===== src/rtl/stream_minmax.sv =====
// Frame-based min/max/count/hits tracker over a valid/ready stream, with one result per frame.
// Build option: define STREAM_MINMAX_UNSIGNED_EN to compare samples as unsigned instead of signed.

module comparator_lt #(
    parameter int N = 32
) (
    input  logic [N-1:0] a,
    input  logic [N-1:0] b,
    output logic         lt
);
    assign lt = $signed(a) < $signed(b);
endmodule

module comparator_eq #(
    parameter int N = 32
) (
    input  logic [N-1:0] a,
    input  logic [N-1:0] b,
    output logic         eq
);
    assign eq = (a == b);
endmodule

module stream_minmax #(
    parameter int N  = 32,
    parameter int CW = 16
) (
    input  logic          clk,
    input  logic          rst_n,
    input  logic          in_valid,
    output logic          in_ready,
    input  logic [N-1:0]  in_data,
    input  logic          in_last,
    output logic          out_valid,
    input  logic          out_ready,
    output logic [N-1:0]  out_min,
    output logic [N-1:0]  out_max,
    output logic [CW-1:0] out_count,
    output logic [CW-1:0] out_hits
);
    typedef enum logic [1:0] {EMPTY, ACCUM, HOLD} state_t;

    localparam logic [CW-1:0] C_SAT = '1;
    localparam logic [CW-1:0] C_ONE = CW'(1);

`ifdef STREAM_MINMAX_UNSIGNED_EN
    // Flipping the sign bit makes the signed comparator order operands as unsigned.
    localparam logic [N-1:0] C_FLIP = {1'b1, {(N-1){1'b0}}};
`else
    localparam logic [N-1:0] C_FLIP = '0;
`endif

    state_t        r_state;
    logic [N-1:0]  r_min;
    logic [N-1:0]  r_max;
    logic [CW-1:0] r_count;
    logic [CW-1:0] r_hits;
    logic          r_out_valid;
    logic [N-1:0]  r_out_min;
    logic [N-1:0]  r_out_max;
    logic [CW-1:0] r_out_count;
    logic [CW-1:0] r_out_hits;

    logic          w_lt_min;
    logic          w_gt_max;
    logic          w_eq_max;
    logic          w_accept;
    logic          w_first;
    logic [N-1:0]  w_nxt_min;
    logic [N-1:0]  w_nxt_max;
    logic [CW-1:0] w_nxt_count;
    logic [CW-1:0] w_nxt_hits;

    comparator_lt #(.N(N)) u_lt_min (
        .a  (in_data ^ C_FLIP),
        .b  (r_min ^ C_FLIP),
        .lt (w_lt_min)
    );

    comparator_lt #(.N(N)) u_lt_max (
        .a  (r_max ^ C_FLIP),
        .b  (in_data ^ C_FLIP),
        .lt (w_gt_max)
    );

    comparator_eq #(.N(N)) u_eq_max (
        .a  (in_data),
        .b  (r_max),
        .eq (w_eq_max)
    );

    assign w_accept = in_valid && !r_out_valid;
    assign w_first  = (r_state == EMPTY);

    // Running values after absorbing the current beat; the first beat of a frame seeds everything.
    always_comb begin
        w_nxt_min   = r_min;
        w_nxt_max   = r_max;
        w_nxt_count = r_count;
        w_nxt_hits  = r_hits;
        if (w_first) begin
            w_nxt_min   = in_data;
            w_nxt_max   = in_data;
            w_nxt_count = C_ONE;
            w_nxt_hits  = C_ONE;
        end else begin
            if (w_lt_min)
                w_nxt_min = in_data;
            if (w_gt_max) begin
                w_nxt_max  = in_data;
                w_nxt_hits = C_ONE;
            end else if (w_eq_max && r_hits != C_SAT) begin
                w_nxt_hits = r_hits + C_ONE;
            end
            if (r_count != C_SAT)
                w_nxt_count = r_count + C_ONE;
        end
    end

    always_ff @(posedge clk or negedge rst_n) begin
        if (!rst_n) begin
            r_state     <= EMPTY;
            r_min       <= '0;
            r_max       <= '0;
            r_count     <= '0;
            r_hits      <= '0;
            r_out_valid <= 1'b0;
            r_out_min   <= '0;
            r_out_max   <= '0;
            r_out_count <= '0;
            r_out_hits  <= '0;
        end else begin
            case (r_state)
                EMPTY, ACCUM: begin
                    if (w_accept) begin
                        r_min   <= w_nxt_min;
                        r_max   <= w_nxt_max;
                        r_count <= w_nxt_count;
                        r_hits  <= w_nxt_hits;
                        if (in_last) begin
                            r_out_min   <= w_nxt_min;
                            r_out_max   <= w_nxt_max;
                            r_out_count <= w_nxt_count;
                            r_out_hits  <= w_nxt_hits;
                            r_out_valid <= 1'b1;
                            r_state     <= HOLD;
                        end else begin
                            r_state <= ACCUM;
                        end
                    end
                end
                HOLD: begin
                    if (out_ready) begin
                        r_out_valid <= 1'b0;
                        r_state     <= EMPTY;
                    end
                end
                default: r_state <= EMPTY;
            endcase
        end
    end

    assign in_ready  = !r_out_valid;
    assign out_valid = r_out_valid;
    assign out_min   = r_out_min;
    assign out_max   = r_out_max;
    assign out_count = r_out_count;
    assign out_hits  = r_out_hits;

endmodule


===== config.mk =====
export PLATFORM = sky130hd
export DESIGN_NAME = stream_minmax
export DESIGN_NICKNAME = d
export VERILOG_FILES = /design/src/rtl/stream_minmax.sv
export SDC_FILE = /design/constraint.sdc
export NUM_CORES = 1
export LEC_CHECK = 0
export BUFFER_PORTS_ARGS = -buffer_cell sky130_fd_sc_hd__buf_2
export CORE_ASPECT_RATIO = 1.5
export CORE_MARGIN = 1
export CORE_UTILIZATION = 38
export DETAILED_ROUTE_END_ITERATION = 7
export HOLD_SLACK_MARGIN = 0.03
export PLACE_DENSITY_LB_ADDON = 0.25
export SLEW_MARGIN = 20
export SYNTH_ARGS = -nofsm -noshare
export SYNTH_HDL_FRONTEND = slang
export SYNTH_SLANG_ARGS = --single-unit

===== constraint.sdc =====
create_clock -name clk -period 3.2 [get_ports clk]
set_input_delay 0.48 -clock clk [delete_from_list [all_inputs] [get_ports clk]]
set_output_delay 0.48 -clock clk [all_outputs]
set_load 0.05 [all_outputs]

Word level (Yosys, flattened, before mapping)
Cells that the tools add are included.
{"block": "totals", "regBits": 195}
{"block": "classes", "add_sub_neg": 2, "n_lt_le_gt_ge": 2, "eq_ne": 8, "muxes": 17, "n_reduce_logical": 10}
{"op": "$mux W32", "n": 4}
{"op": "$mux W16", "n": 5}
{"op": "$lt A32 B32 Y1", "n": 2}
{"op": "$add A16 B1 Y16 const B", "n": 2}
{"op": "$eq A32 B32 Y1", "n": 1}
{"op": "$ne A16 B16 Y1 const B", "n": 2}
{"op": "$mux W2", "n": 3}
{"op": "$ne A2 B2 Y1 const B", "n": 3}
{"op": "$pmux W2 S2", "n": 1}
{"op": "$reduce_and A2 Y1", "n": 2}
{"op": "$reduce_and A4 Y1", "n": 1}
{"op": "$mux W1", "n": 3}
{"op": "$reduce_and A3 Y1", "n": 1}
{"op": "$eq A2 B1 Y1 const B", "n": 1}
{"op": "$eq A2 B2 Y1 const B", "n": 1}
{"op": "$logic_and A1 B1 Y1", "n": 2}
{"op": "$logic_not A2 Y1", "n": 1}
{"op": "$pmux W1 S2", "n": 1}
{"op": "$reduce_bool A2 Y1", "n": 1}
{"op": "$reduce_or A2 Y1", "n": 1}
{"op": "$logic_not A1 Y1", "n": 1}

Logic depth before layout (Yosys ltp)
{"block": "logic_depth", "ltp_word": 5, "mapped_depth": 11, "depth_no_buf": 9}

Cells and area by module
From an unflattened synthesis, not the netlist that was laid out.
{"block": "hier_totals", "hier_cells": 1115, "hier_area_um2": 10835.4}
{"mod": "stream_minmax", "n_inst": 1, "cells_each": 856, "area_per_inst_um2": 8909.8, "seq_area_each_um2": 4879.7}
{"mod": "comparator_lt", "n_inst": 2, "cells_each": 108, "area_per_inst_um2": 789.5, "seq_area_each_um2": 0.0}
{"mod": "comparator_eq", "n_inst": 1, "cells_each": 43, "area_per_inst_um2": 346.6, "seq_area_each_um2": 0.0}

Worst setup path after synthesis
No wires, ideal clock.
{"block": "synth_path", "path_kind": "in2reg", "from": "in in_data[1]", "to": "reg r_out_max[24] (netlist: out_max[24])", "setup_time_ns": 0.126, "t_arrival_ns": 2.626, "required_ns": 3.074, "slack_ns": 0.448, "path_stages": 10, "cell_sequence": "inv_1 -> ha_1 -> nor2b_1 -> o211ai_1 -> a2111oi_0 -> o31a_1 -> o41ai_4 -> nor2_1 -> clkbuf_1 -> a221o_1"}
{"block": "synth_via", "elab_chain_cells": 3}
{"element": "start, declared", "line_no": "32", "text": "input logic [N-1:0] in_data,"}
{"element": "$lt A32 B32 Y1", "line_no": "11", "text": "assign lt = $signed(a) < $signed(b);"}
{"element": "$mux W32", "line_no": "109", "text": "if (w_gt_max) begin"}
{"element": "$mux W32", "line_no": "101", "text": "if (w_first) begin"}
{"element": "end signal, assigned", "line_no": "142", "text": "r_out_max <= w_nxt_max;"}
{"element": "end, declared", "line_no": "60", "text": "logic [N-1:0] r_out_max;"}
Every way passes these cells.
A chain may end at the register's enable or synchronous reset.

Worst setup path after layout
{"block": "layout_path", "from": "reg r_min[27]", "to": "reg r_out_min[4] (netlist: out_min[4])"}
{"block": "layout_via", "elab_chain_cells": 3}
{"element": "start, declared", "line_no": "54", "text": "logic [N-1:0] r_min;"}
{"element": "start signal, assigned", "line_no": "136", "text": "r_min <= w_nxt_min;"}
{"element": "$lt A32 B32 Y1", "line_no": "11"}
{"element": "$mux W32", "line_no": "107", "text": "if (w_lt_min)"}
{"element": "$mux W32", "line_no": "101"}
{"element": "end signal, assigned", "line_no": "141", "text": "r_out_min <= w_nxt_min;"}
{"element": "end, declared", "line_no": "59", "text": "logic [N-1:0] r_out_min;"}
Every way passes these cells.

==> results.txt <==
* Run status: complete, no violations
* Initial DRT Pass Iterations: 5
- Final net count: 1,192
* Max stage delay on crit path: 0.64 ns
- Counting every net in the synthesized netlist gives 1,049.
* Total DRC errors in the routed layout: 0
* DPL Wire Length: 19,000 um
* Post-placement setup slack: 0.0668 ns
* Largest family of logic cells by synthesized area: compound AO/OA/AOI/OAI gates
* Setup Viol. Count Final: 0
- Synthesis inferred 195 register bits.
- Dividing the final minimum period by the clock period gives 91.2%.
* Worst setup SP type: register
- CTS tree: done
- Wire segments on met2 add up to 13,800 um in the final route.
- Counting flops with a built-in enable in the synthesized netlist gives 0.
- Across the routed clock network, the largest skew measured is 0.0135 ns.
* Number of buffers inserted to repair setup after CTS: 0
- Routed met3 length: 1040 um
- The area growth from synthesis to layout is 18.2%.
* Post-synth top area share: 48.0%
* Number of global-route vias before repair: 8,090
- IR analysis of the VDD net gives a maximum drop of 0.000549 V.
- Simple logic cell fraction of the synthesized area: 13.3%
- Worst r2r path cells: 9
* Routed len/inst: 18.5 um
* Largest cells by area after synthesis: sky130_fd_sc_hd__dfrtp_1, sky130_fd_sc_hd__ha_1, sky130_fd_sc_hd__a221o_1
- Input and output buffers added on the ports amount to 134.
- Across every metal layer, demand over resource in global routing totals 20.5%.
* CTS clock-pin slew for the worst setup and hold paths: 0.07 ns
- Yosys printed 0 warnings.
* Fraction of layout instances using a drive strength above 1: 22.2%
* Gates resized, CTS repair: 0
- XOR/XNOR Fraction of Synth Area: 2.24%
* Routed via count: 7,886
- Number of buffers created by CTS: 17
* Tightest Hold Check Type: input pin to asynchronous set/reset pin
* Sequential fraction of the synthesis area: 48.0%
- CTS built an H-tree with a depth of 4.
- At the worst endpoint, the arrival time is 3.25 ns.
- Global routing finished with a remaining overflow of 0.
- CTS saw 195 sinks.
- Initial antenna violation count: 2
- Dominant synthesized flop cell: sky130_fd_sc_hd__dfrtp_1
- Static timing analysis puts the maximum clock frequency at 0.343 GHz.
* PnR worst setup slack: 0.281 ns
- Final estimated routing congestion in global placement: 0.849
- Kind of cell adding the most delay to the critical path: simple AND/OR/NAND/NOR gates
* Compound-cell area share of the yosys netlist: 16.6%
- The number of buffers and inverters on the critical path is 2.
* Standard-cell rows: 73
* Violation count after the first detailed-route iteration: 427
- PwrDens: 948 nW/um2
- The synthesized design spends more area on one cell type than any other, namely sky130_fd_sc_hd__dfrtp_1.
- The root buffer cell chosen for the clock tree is sky130_fd_sc_hd__clkbuf_16.
* Top routing layer in use: met5
- Fraction of registers with async set or reset after synthesis: 100%
* Maximum number of pins on one net before global-route repair: 73
- Shortest period the worst path allows: 2.92 ns
* Mux contribution to synthesized area: 7.10%
- Summed over all failing endpoints, the final setup total negative slack is 0 ns.
- Worst skew pair latency: 0.45 ns
- Unrepaired setup endpoints after global routing: no
- After synthesis, the mean cell area works out to 10.7 um2.
* Met1 Wirelength: 11,200 um
* Core region area: 26,400 um2
- Chip height: 202 um
* Sum of routed wire length over all layers: 26,700 um
* Cells after synthesis: 947
- Pleak: 0.00605 uW
- Of the total synthesized cell area, the portion taken by full adders, half adders and majority gates is 8.00%.
- After synthesis the cells add up to 10,200 um2.
- After detailed routing, the number of vias per cell comes to 5.48.
- Die outline width: 136 um
- The detail route stage leaves a number of antenna-violating nets equal to 0.
- Max-cap violations in this run came to 0.
- The clock passes through at most 2 buffers.
* Distinct cells, synth: 63
* Transition time at the pin with the least slew margin: 0.755 ns
- The final-report max-slew violation count is 0.
- Overall Power: 11,400 uW
- Headroom to the max-slew limit came out at 49.7%.
* # hold bufs at CTS: 0
* Cell type of the slowest stage on the worst timing path: sky130_fd_sc_hd__or4_1
* Floorplan die area: 27,400 um2
- In this run the worst path has a maximum fanout of 12.
- Crit path required time: 3.53 ns
* Top Ports: 135
- Depth of the critical timing path with buffers and inverters included: 9
* Diode insertion count for antenna repair: 0
- The first global-routing pass estimated 43,100 um of wire.
* Sort of element at the end of the critical path: register
- The final hold violation count was 0.
* Path type of the worst setup path: register to register
- The signal on the critical path passes through inv_1 > ha_1 > nand4_1 > or4_1 > a31oi_1 > o31ai_4 > buf_4 > and3_1 > a221o_1.
- For this configuration, the core starts out at a cell density of 38.5%.
## metrics by stage
stage / utilization, % / cells / cell area, um2 / hold slack (ns)
3_3_place_gp: 43.3 / 1408 / 11400 / 0.451
3_5_place_dp: 43.3 / 1408 / 11400 / 0.459
4_1_cts: 45.5 / 1440 / 12000 / 0.0771
5_1_grt: 45.5 / 1440 / 12000 / 0.0862
6_report: 45.5 / 1440 / 12000 / 0.0409
2_1_floorplan: - / 947 / 10200 / 0.184
## layout by cell type (no fill, tap or decap), types with 19 or more instances in the layout
cell type,n
sky130_fd_sc_hd__a21oi_1,30
sky130_fd_sc_hd__a221o_1,66
sky130_fd_sc_hd__and2_1,33
sky130_fd_sc_hd__and3_1,45
sky130_fd_sc_hd__buf_2,133
sky130_fd_sc_hd__buf_4,33
sky130_fd_sc_hd__dfrtp_1,195
sky130_fd_sc_hd__ha_1,65
sky130_fd_sc_hd__inv_1,74
sky130_fd_sc_hd__mux2_2,30
sky130_fd_sc_hd__mux2i_1,35
sky130_fd_sc_hd__nand2_1,68
sky130_fd_sc_hd__nand3_1,19
sky130_fd_sc_hd__nor2_1,21
sky130_fd_sc_hd__o21ai_0,48
sky130_fd_sc_hd__o31ai_1,27
sky130_fd_sc_hd__xnor2_1,19
## metal layers
metal	GRT usage [%]	vias to the layer above
li1	-	3761
met1	24.6	3930
met2	35.7	148
met3	4.34	43
met4	7.58	4
met5	0	-
## layout make-up
type	instances	area, um2
Timing Repair Buffer	173	1050
Multi-Input combinational cell	629	4810
Fill cell	2494	14400
Tap cell	337	422
Clock inverter	10	98.8
Inverter	74	278
Sequential cell	195	4880
Clock buffer	22	484
## kinds of logic after synthesis
| kind of cell | Yosys count |
|---|---|
| compound gates | 219 |
| xor+xnor | 26 |
| fa+ha+maj | 65 |
| buf+inv | 123 |
| flops | 195 |
| mux | 68 |
| simple gates | 251 |
## path summary, 6_finish.rpt
| path | startpoint | to | slack (ns) |
|---|---|---|---|
| worst max-delay path | r_min[27] | out_min[4] | 0.28 |
| worst min-delay path | rst_n | out_min[18] | 0.04 |
| worst max register to register | r_min[27] | out_min[4] | 0.28 |
| worst min register to register | out_hits[0] | out_hits[0] | 0.47 |
| max in group asynchronous | rst_n | out_min[0] | 2.28 |
| min in group clk | out_ready | r_state[1] | 0.22 |
## synth_stat cells, types with 17 or more instances
library cell and n:
sky130_fd_sc_hd__nand2_1 69, sky130_fd_sc_hd__clkbuf_1 33, sky130_fd_sc_hd__nand4_1 17, sky130_fd_sc_hd__mux2_2 30, sky130_fd_sc_hd__ha_1 65, sky130_fd_sc_hd__o31ai_1 27, sky130_fd_sc_hd__nand3_1 19, sky130_fd_sc_hd__mux2i_1 35
sky130_fd_sc_hd__a21oi_1 30, sky130_fd_sc_hd__inv_1 74, sky130_fd_sc_hd__nor2_1 22, sky130_fd_sc_hd__and2_1 32, sky130_fd_sc_hd__and3_1 45, sky130_fd_sc_hd__dfrtp_1 195, sky130_fd_sc_hd__a221o_1 66, sky130_fd_sc_hd__xnor2_1 19
sky130_fd_sc_hd__o21ai_0 48
## report_power, final
| group | leakage [uW] | internal [uW] | switching [uW] |
|---|---|---|---|
| Sequential | 0.00246 | 3350 | 610 |
| Clock | 0.000283 | 1160 | 981 |
| Combinational | 0.00330 | 1840 | 3460 |
| Total | 0.00605 | 6340 | 5050 |
## sequential cells by signal (all words and copies together), names as in the netlist
register,flops
r_hits,16
out_valid,1
r_min,32
out_max,32
r_count,16
out_count,16
r_state,2
out_hits,16
r_max,32
out_min,32
Power figures use the tool's default switching activity.
